==> config.mk <==
export PLATFORM = sky130hd
export DESIGN_NAME = alu_exec
export DESIGN_NICKNAME = d
export VERILOG_FILES = /design/src/rtl/alu_pkg.sv /design/src/rtl/alu_core.sv /design/src/rtl/alu_exec.sv
export SDC_FILE = /design/constraint.sdc
export NUM_CORES = 1
export LEC_CHECK = 0
export BUFFER_PORTS_ARGS = -buffer_cell sky130_fd_sc_hd__buf_4
export CAP_MARGIN = 40
export CORE_ASPECT_RATIO = 0.7
export CORE_MARGIN = 2
export CORE_UTILIZATION = 60
export CTS_CLUSTER_DIAMETER = 40
export CTS_CLUSTER_SIZE = 10
export DETAILED_ROUTE_END_ITERATION = 6
export GPL_ROUTABILITY_DRIVEN = 0
export PLACE_DENSITY = 0.82
export SLEW_MARGIN = 40
export SYNTH_ARGS = -nofsm -noshare
export SYNTH_HDL_FRONTEND = slang
export SYNTH_SLANG_ARGS = --single-unit
==> constraint.sdc <==
create_clock -name clk -period 4.6 [get_ports clk]
set_input_delay 0.92 -clock clk [delete_from_list [all_inputs] [get_ports clk]]
set_output_delay 0.92 -clock clk [all_outputs]
set_load 0.005 [all_outputs]
==> src/rtl/alu_pkg.sv <==
// Shared ALU opcode values and execute-stage occupancy encoding.
// The opcode values are also used by the ALU control decoder.
package alu_pkg;

  localparam logic [3:0] ALU_AND = 4'b0000;
  localparam logic [3:0] ALU_OR  = 4'b0001;
  localparam logic [3:0] ALU_ADD = 4'b0010;
  localparam logic [3:0] ALU_SUB = 4'b0110;
  localparam logic [3:0] ALU_SLT = 4'b0111;
  localparam logic [3:0] ALU_NOR = 4'b1100;

  typedef enum logic [1:0] {
    EMPTY = 2'd0,
    ONE   = 2'd1,
    TWO   = 2'd2
  } occ_e;

endpackage

==> src/rtl/alu_core.sv <==
// Combinational ALU datapath.
// Maps aluop and two operands to a result, a zero flag and an illegal flag.
import alu_pkg::*;

module alu_core #(
  parameter int XLEN = 32
) (
  input  logic [3:0]      aluop,
  input  logic [XLEN-1:0] src_a,
  input  logic [XLEN-1:0] src_b,
  output logic [XLEN-1:0] result,
  output logic            zero,
  output logic            illegal
);

  logic lt;

  assign lt = $signed(src_a) < $signed(src_b);

  always_comb begin
    result  = '0;
    illegal = 1'b0;
    unique case (1'b1)
      (aluop == ALU_AND): result = src_a & src_b;
      (aluop == ALU_OR):  result = src_a | src_b;
      (aluop == ALU_ADD): result = src_a + src_b;
      (aluop == ALU_SUB): result = src_a - src_b;
      (aluop == ALU_SLT): result = {{(XLEN-1){1'b0}}, lt};
      (aluop == ALU_NOR): result = ~(src_a | src_b);
      default:            illegal = 1'b1;
    endcase
  end

  assign zero = (result == '0);

endmodule

==> src/rtl/alu_exec.sv <==
// Execute-stage ALU with a two-entry skid buffer.
// in_ready depends only on registered occupancy, never on out_ready.
import alu_pkg::*;

module alu_exec #(
  parameter int XLEN  = 32,
  parameter int CNT_W = 16
) (
  input  logic             clk,
  input  logic             rst,
  input  logic             in_valid,
  output logic             in_ready,
  input  logic [3:0]       aluop,
  input  logic [XLEN-1:0]  src_a,
  input  logic [XLEN-1:0]  src_b,
  output logic             out_valid,
  input  logic             out_ready,
  output logic [XLEN-1:0]  result,
  output logic             zero,
  output logic             illegal,
  output logic [CNT_W-1:0] retired_count
);

  occ_e state, state_nxt;

  logic [XLEN-1:0] core_res;
  logic            core_zero;
  logic            core_ill;

  logic [XLEN-1:0] main_res, skid_res;
  logic            main_zero, skid_zero;
  logic            main_ill, skid_ill;

  logic accept, drain;
  logic load_main, load_skid, move_skid;

  alu_core #(
    .XLEN(XLEN)
  ) u_core (
    .aluop  (aluop),
    .src_a  (src_a),
    .src_b  (src_b),
    .result (core_res),
    .zero   (core_zero),
    .illegal(core_ill)
  );

  assign in_ready  = (state != TWO);
  assign out_valid = (state != EMPTY);
  assign accept    = in_valid && in_ready;
  assign drain     = out_valid && out_ready;

  always_comb begin
    state_nxt = state;
    load_main = 1'b0;
    load_skid = 1'b0;
    move_skid = 1'b0;
    unique case (state)
      EMPTY: begin
        if (accept) begin
          state_nxt = ONE;
          load_main = 1'b1;
        end
      end
      ONE: begin
        if (accept && drain) begin
          load_main = 1'b1;
        end else if (accept) begin
          state_nxt = TWO;
          load_skid = 1'b1;
        end else if (drain) begin
          state_nxt = EMPTY;
        end
      end
      TWO: begin
        if (drain) begin
          state_nxt = ONE;
          move_skid = 1'b1;
        end
      end
      default: state_nxt = EMPTY;
    endcase
  end

  always_ff @(posedge clk) begin
    if (rst) begin
      state         <= EMPTY;
      main_res      <= '0;
      main_zero     <= 1'b0;
      main_ill      <= 1'b0;
      skid_res      <= '0;
      skid_zero     <= 1'b0;
      skid_ill      <= 1'b0;
      retired_count <= '0;
    end else begin
      state <= state_nxt;
      if (load_main) begin
        main_res  <= core_res;
        main_zero <= core_zero;
        main_ill  <= core_ill;
      end else if (move_skid) begin
        main_res  <= skid_res;
        main_zero <= skid_zero;
        main_ill  <= skid_ill;
      end
      if (load_skid) begin
        skid_res  <= core_res;
        skid_zero <= core_zero;
        skid_ill  <= core_ill;
      end
      if (drain) begin
        retired_count <= retired_count + 1'b1;
      end
    end
  end

  assign result  = main_res;
  assign zero    = main_zero;
  assign illegal = main_ill;

endmodule

==> results of run 1 <==
worst min path at each step:
stage | slack (ns) | cells past startpoint | to
2_1_floorplan | 0.44 | 2 | skid_ill
4_1_cts | 0.46 | 2 | skid_res[23]
3_3_place_gp | 0.44 | 2 | skid_res[23]
5_1_grt | 0.48 | 2 | skid_res[23]
3_5_place_dp | 0.45 | 2 | skid_res[23]
6_report | 0.46 | 2 | skid_res[23]
power by group through the flow:
stage	sequential (mW)	combinational, mW	clock (mW)
final	0.789	1.01	0.727
after global routing	0.791	1.08	0.755
after CTS	0.788	0.959	0.724
after detailed placement	0.804	0.954	0
after global placement	0.803	0.934	0
after floorplan	0.802	0.628	0
metrics by stage:
step / util (%) / area (sq um) / power [mW]
after floorplan: - / 9569 / 1.429
after global placement: 69.31 / 10780 / 1.737
after detailed placement: 69.47 / 10800 / 1.758
after CTS: 71.35 / 11090 / 2.472
after global routing: 71.54 / 11120 / 2.622
final: 71.54 / 11120 / 2.526
state kept, by name (all words and copies together), names as in the netlist:
register and flops:
result 32, skid_ill 1, zero 1, skid_zero 1, illegal 1, retired_count 16, skid_res 32, state 2
worst min-delay path: stages (launching register included):
cell,delay (ns)
dfxtp_1,0.31
nand2_1,0.05
a21oi_1,0.05
placed cells by master, fill, tap and decap left out, types with 27 or more instances in the layout:
| cell | Yosys | layout |
|---|---|---|
| a211oi_1 | 30 | 30 |
| a21oi_1 | 131 | 131 |
| buf_4 | 1 | 164 |
| dfxtp_1 | 86 | 86 |
| ha_1 | 109 | 109 |
| inv_1 | 97 | 97 |
| nand2_1 | 117 | 117 |
| nor2_1 | 171 | 168 |
| nor3_1 | 34 | 34 |
| o21ai_0 | 53 | 53 |
| o22a_1 | 27 | 27 |
metal layers:
layer | vias up | GRT usage, % | share of wire, %
li1 | 5056 | - | -
met1 | 5010 | 52.40 | 41
met2 | 878 | 53.05 | 40
met3 | 165 | 10.09 | 14
met4 | 0 | 15.81 | 4.6
met5 | - | 0 | 0
cell families (layout without fill, tap and decap cells):
kind of cell / Yosys count / after routing / synth area share (%)
and+or+nand+nor: 477 / 477 / 24.23
AOI/OAI and AO/OA: 442 / 442 / 31.97
buffers and inverters: 182 / 285 / 7.414
adders and majority gates: 111 / 111 / 14.67
DFF: 86 / 86 / 17.99
muxes: 24 / 24 / 2.537
xor gates and xnor gates: 13 / 13 / 1.190
layout make-up:
class	instances	area [sq um]	share of cell area [%]
clock inverters	5	60.06	0.5399
clock buffers	11	232.7	2.092
inverters	103	386.6	3.476
well taps	200	250.2	2.250
multi-input cells	1067	7206	64.78
flip-flops and latches	86	1722	15.48
repair buffers	166	1266	11.38
==> flow_summary.toml, run 1 <==
[status]
outcome = "finished, violations left"
violations = "DRC"

[floorplanning]
die_width_um = 154.9
rows = 38
initial_core_util_pct = 61.55
die_h_um = 109.7
dieArea_sq_mm = 0.01699
fp.coreArea_sq_mm = 0.01555
ios = 124

[global_routing]
grt_max_degree = 83
antenna_found_initial = 0
grt_pass1_wl_um = 50530
grtUsageTotal_pct = 37.14
grt_pass1_vias = 9727
overflow = 0

[yosys]
yosysMostFrequentCell = "nor2_1"
yosys-top-cells-count = "nor2_1 (171), a21oi_1 (131), nand2_1 (117)"
yosysSeqAreaShare_pct = 17.99
synth_top_area_share_pct = 17.99
synthCells = 1335
synth_cell_type_count = 91
yosys_warnings = 0
synth_edf_count = 0
syn-num-nets = 1518
ys_ff_latch = 86
ys_top_cells_by_area = "dfxtp_1 (18%), ha_1 (14%), a21oi_1 (6.9%)"
syn-cell-area_sq_mm = 0.009569
yosys.area.top_type = "dfxtp_1"
ys.flop_type = "dfxtp_1"
syn_area_per_cell_sq_um = 7.168
postSynth.asyncResetShare_pct = 0

[drt]
wl_um = 32550
drt-initial-drc-count = 1520
postRouteAntennaNets = 0
drcViolationCount = 25
firstDrtPassIters = 7
vias = 11110
wl_per_cell_um = 19.87
viasPerCell = 6.782

[cells_and_area]
nFillCells = 1228
antenna_cells = 0
nets = 1616
drive_above_1_share_pct = 15.09
fin_cells = 1638
syn2layout_area_growth_pct = 16.24

[sta]
slew_headroom_pct = 42.21
drv_slew = 0
tightest_slew_ns = 0.8669
fmax_mhz = 228.9
rsz0062_at_grt = "false"
period_share_pct = 94.99
finalCriticalPeriod_ns = 4.369
tns_ns = 0
hold_ws_ns = 0.4592
hold_violations = 0
setup_viol = 0
layout_setup_ws_ns = 0.2307
skew_ns = 0.006428

[critical_path]
slowest_delay_ns = 0.43
path_buf_inv = 3
crit_required_ns = 4.84
cp.depth = 16
critPathLaunch = "src_a[0]"
criticalPathCategory = "primary input to register"
crit_end = "zero"
reg2reg_from = "state[1]"
reg2reg_depth = 6
reg2reg_setup_slack_ns = 2.43
r2r-end = "result[8]"
crit_path_end_kind = "register"
cp-start-kind = "primary input"
worstPathMaxFanout = 4
critPathArrivalTime_ns = 4.61
cpLargestDelayFamily = "simple AND/OR/NAND/NOR gates"
worstPathCellList = "buf_4 -> inv_1 -> ha_1 -> fa_1 -> o21bai_1 -> nand3_1 -> and3b_1 -> a221o_1 -> a21oi_1 -> nand4b_1 -> nor4_1 -> buf_4 -> nand4_1 -> nor4b_2 -> nand4_1 -> o41ai_1"
crit_slowest_cell = "fa_1"

[pwr]
leakage_nw = 4.800
p_int_mw = 1.568
clkPwrFrac_pct = 28.8
cellPowerDensity_mw_per_mm2 = 227.1
combPwrFrac_pct = 40.0
switchingPower_uw = 957.8
switching_share_pct = 37.92
irDropWorstVdd_mv = 0.1963
pwr-share-seq_pct = 31.2

[placed_design]
port_buffers = 123
place_ws_ns = -0.06132
hpwl_um = 24460
post-place-cells = 1620

[clocking]
cts.sinks = 86
cts.repair.resized = 0
insertion_delay_ns = 0.35
cts_tree = "done"
clockRootBuffer = "clkbuf_16"
hold_buffers = 0
postCtsSetupBuffers = 0
cts.path.max_buffers = 2
numCtsBuffers = 9
path_clk_slew_ns = 0.06
htreeDepth = 3

[hold_path]
worst_hold_startpoint = "skid_res[23]"
hold_path_class = "register to register"

[run]
maxCapViolCount = 0
Power figures use the tool's default switching activity.
==> run 2: changes to the inputs <==
--- a/config.mk
+++ b/config.mk
@@ -14,8 +14,9 @@
 export CTS_CLUSTER_SIZE = 10
 export DETAILED_ROUTE_END_ITERATION = 6
 export GPL_ROUTABILITY_DRIVEN = 0
-export PLACE_DENSITY = 0.82
+export PLACE_DENSITY = 0.83
 export SLEW_MARGIN = 40
 export SYNTH_ARGS = -nofsm -noshare
 export SYNTH_HDL_FRONTEND = slang
+export SYNTH_HIERARCHICAL = 1
 export SYNTH_SLANG_ARGS = --single-unit
==> run 2 against run 1 <==
Against the previous run:
- the run now ends clean
- power grew 8.1%
- die area shrank 4.2%
- first-iteration DRC count grew 9.7%
- synthesized area shrank 4.4%
- cell area grew 6.9%
- combinational power grew 12%
- register-to-register slack gained 0.09 ns
- routed wire length shrank 0.58%
- clock skew is essentially flat
==> flow_summary.toml, run 2 <==
[yosys]
synthCells = 1290
yosys.area_share.adder_pct = 14.52
yosys.area.top_type = "dfxtp_1"
synth_top_area_share_pct = 18.81
synthSimpleGateAreaFrac_pct = 23.44
syn_area_per_cell_sq_um = 7.095
yosysMostFrequentCell = "nand2_1"
synth_top_family_by_area = "compound AO/OA/AOI/OAI gates"
synth_compound_area_share_pct = 32.86
yosysSeqAreaShare_pct = 18.81
ys_top_cells_by_area = "dfxtp_1 (19%), ha_1 (14%), a21oi_1 (7.6%)"
syn-cell-area_sq_mm = 0.009153
postSynth.asyncResetShare_pct = 0
syn-num-nets = 1467
synth_edf_count = 0
synth_cell_type_count = 88
yosys-top-cells-count = "nand2_1 (166), a21oi_1 (139), nor2_1 (125)"
ys_ff_latch = 86
yosys.area_share.xor_xnor_pct = 1.627
yosys_warnings = 6
ys.flop_type = "dfxtp_1"
synthMuxAreaShare_pct = 0.9023

[clocking]
htreeDepth = 3
clockRootBuffer = "clkbuf_16"
cts.path.max_buffers = 2
insertion_delay_ns = 0.34
cts_tree = "done"
numCtsBuffers = 9
path_clk_slew_ns = 0.06
cts.sinks = 86

[floorplanning]
die_width_um = 151.6
ios = 124
rows = 37
fp.coreArea_sq_mm = 0.01481
die_h_um = 107.3
initial_core_util_pct = 61.78
dieArea_sq_mm = 0.01627

[sta]
period_share_pct = 99.36
skew_ns = 0.006190
tightest_slew_ns = 0.7516
slew_headroom_pct = 49.89
hold_ws_ns = 0.4543
hold_violations = 0
setup_viol = 0
finalCriticalPeriod_ns = 4.570
drv_slew = 0
fmax_mhz = 218.8

[global_routing]
grt_pass1_vias = 10430
antenna_found_initial = 0
grtUsageTotal_pct = 38.85
grt_pass1_wl_um = 50830
grt_max_degree = 89
overflow = 0

[pwr]
irDropWorstVdd_mv = 0.1582
switchingPower_uw = 957.5
cellPowerDensity_mw_per_mm2 = 229.6
p_int_mw = 1.773
combPwrFrac_pct = 41.6
clkPwrFrac_pct = 29.6
leakage_nw = 5.287
power_mw = 2.731
pwr-share-seq_pct = 28.8
switching_share_pct = 35.06

[critical_path]
slowest_delay_ns = 0.60
worstPathMaxFanout = 5
crit_path_end_kind = "register"
worstPathCellList = "buf_4 -> inv_1 -> ha_2 -> a21oi_1 -> nor2b_1 -> a211oi_2 -> o31ai_4 -> o41ai_2 -> a311o_1 -> a221oi_1 -> mux2i_1 -> nand3_1 -> or4_1 -> nor4_4 -> a22oi_1 -> a21oi_1"
cp-start-kind = "primary input"
path_common_cell = "a21oi_1"
crit_required_ns = 4.87
critPathArrivalTime_ns = 4.84
criticalPathCategory = "primary input to register"
crit_slowest_cell = "or4_1"

[drt]
wl_per_cell_um = 18.82
firstDrtPassIters = 6
drt-initial-drc-count = 1667
drcViolationCount = 0
wl_um = 32360
postRouteAntennaNets = 0
viasPerCell = 6.563
vias = 11280

[cells_and_area]
multiInputGateArea_sq_mm = 0.006929
syn2layout_area_growth_pct = 29.92
final_common_cell = "buf_4"
nets = 1696
drive_above_1_share_pct = 25.46
layout_common_cells = "buf_4 (299), nand2_1 (164), a21oi_1 (135)"
seq_area_sq_mm = 0.001722
fin_util_pct = 80.27
antenna_cells = 0
nFillCells = 1012

[placed_design]
port_buffers = 123
hpwl_um = 24150

[run]
maxCapViolCount = 0

[hold_path]
hold_path_class = "register to register"

[status]
outcome = "completed"
==> run 2: final cells by class <==
cell class,instances,share of cell area [%]
Clock buffer,12,2.157
Clock inverter,4,0.6524
Inverter,98,3.157
Multi-Input combinational cell,1022,58.27
Sequential cell,86,14.48
Tap cell,195,2.052
Timing Repair Buffer,302,19.23
==> run 2: cell families after synthesis <==
group | count (synthesis)
AND/OR/NAND/NOR | 455
AO/OA/AOI/OAI | 437
buffers and inverters | 182
adder cells (fa/ha/maj) | 105
flip-flops | 86
XOR/XNOR | 17
multiplexers | 8
==> run 2: per-layer routing <==
layer	GRT usage (%)	up-vias	share of wire (%)
met2	59.66	873	43
li1	-	5129	-
met4	13.76	0	4.0
met1	53.03	5123	39
met5	0	-	0
met3	9.492	156	14
==> run 2: worst max-delay path, delay by kind of cell <==
kind	cells	cell delay [ns]
simple gates	4	1.21
buf+inv	2	0.18
compound gates	8	1.98
mux	1	0.23
fa+ha+maj	1	0.30
==> run 2: power by group through the flow <==
stage	registers (mW)	clock network, mW	logic, mW
2_1_floorplan	0.800	0	0.591
3_5_place_dp	0.803	0	1.04
6_report	0.787	0.809	1.13
3_3_place_gp	0.802	0	1.01
5_1_grt	0.790	0.843	1.21
4_1_cts	0.787	0.807	1.05
==> run 2: worst paths after layout <==
path	start	end	slack, ns	cells after the start
max	src_b[4]	zero	0.03	16
min	skid_res[20]	skid_res[20]	0.45	2
max reg2reg	state[1]	result[14]	2.52	5
min reg2reg	skid_res[20]	skid_res[20]	0.45	2
==> run 2: metrics by stage <==
stage | std cells | area (sq um) | worst slack [ns] | setup TNS (ns)
after floorplan | 1290 | 9153 | 0.1456 | 0
after global placement | 1700 | 11340 | -0.2373 | -0.3822
after detailed placement | 1700 | 11340 | -0.3771 | -0.6833
after CTS | 1716 | 11680 | 0.01684 | 0
after global routing | 1719 | 11890 | -0.1323 | -0.1616
final | 1719 | 11890 | 0.02957 | 0
==> run 2: repair_timing <==
action,in CTS,in global routing
endpoints found under the setup margin,1,2
setup buffers,0,3
gates resized for setup,1,41
gates cloned,0,0
hold buffers,0,0
pin swaps,0,14
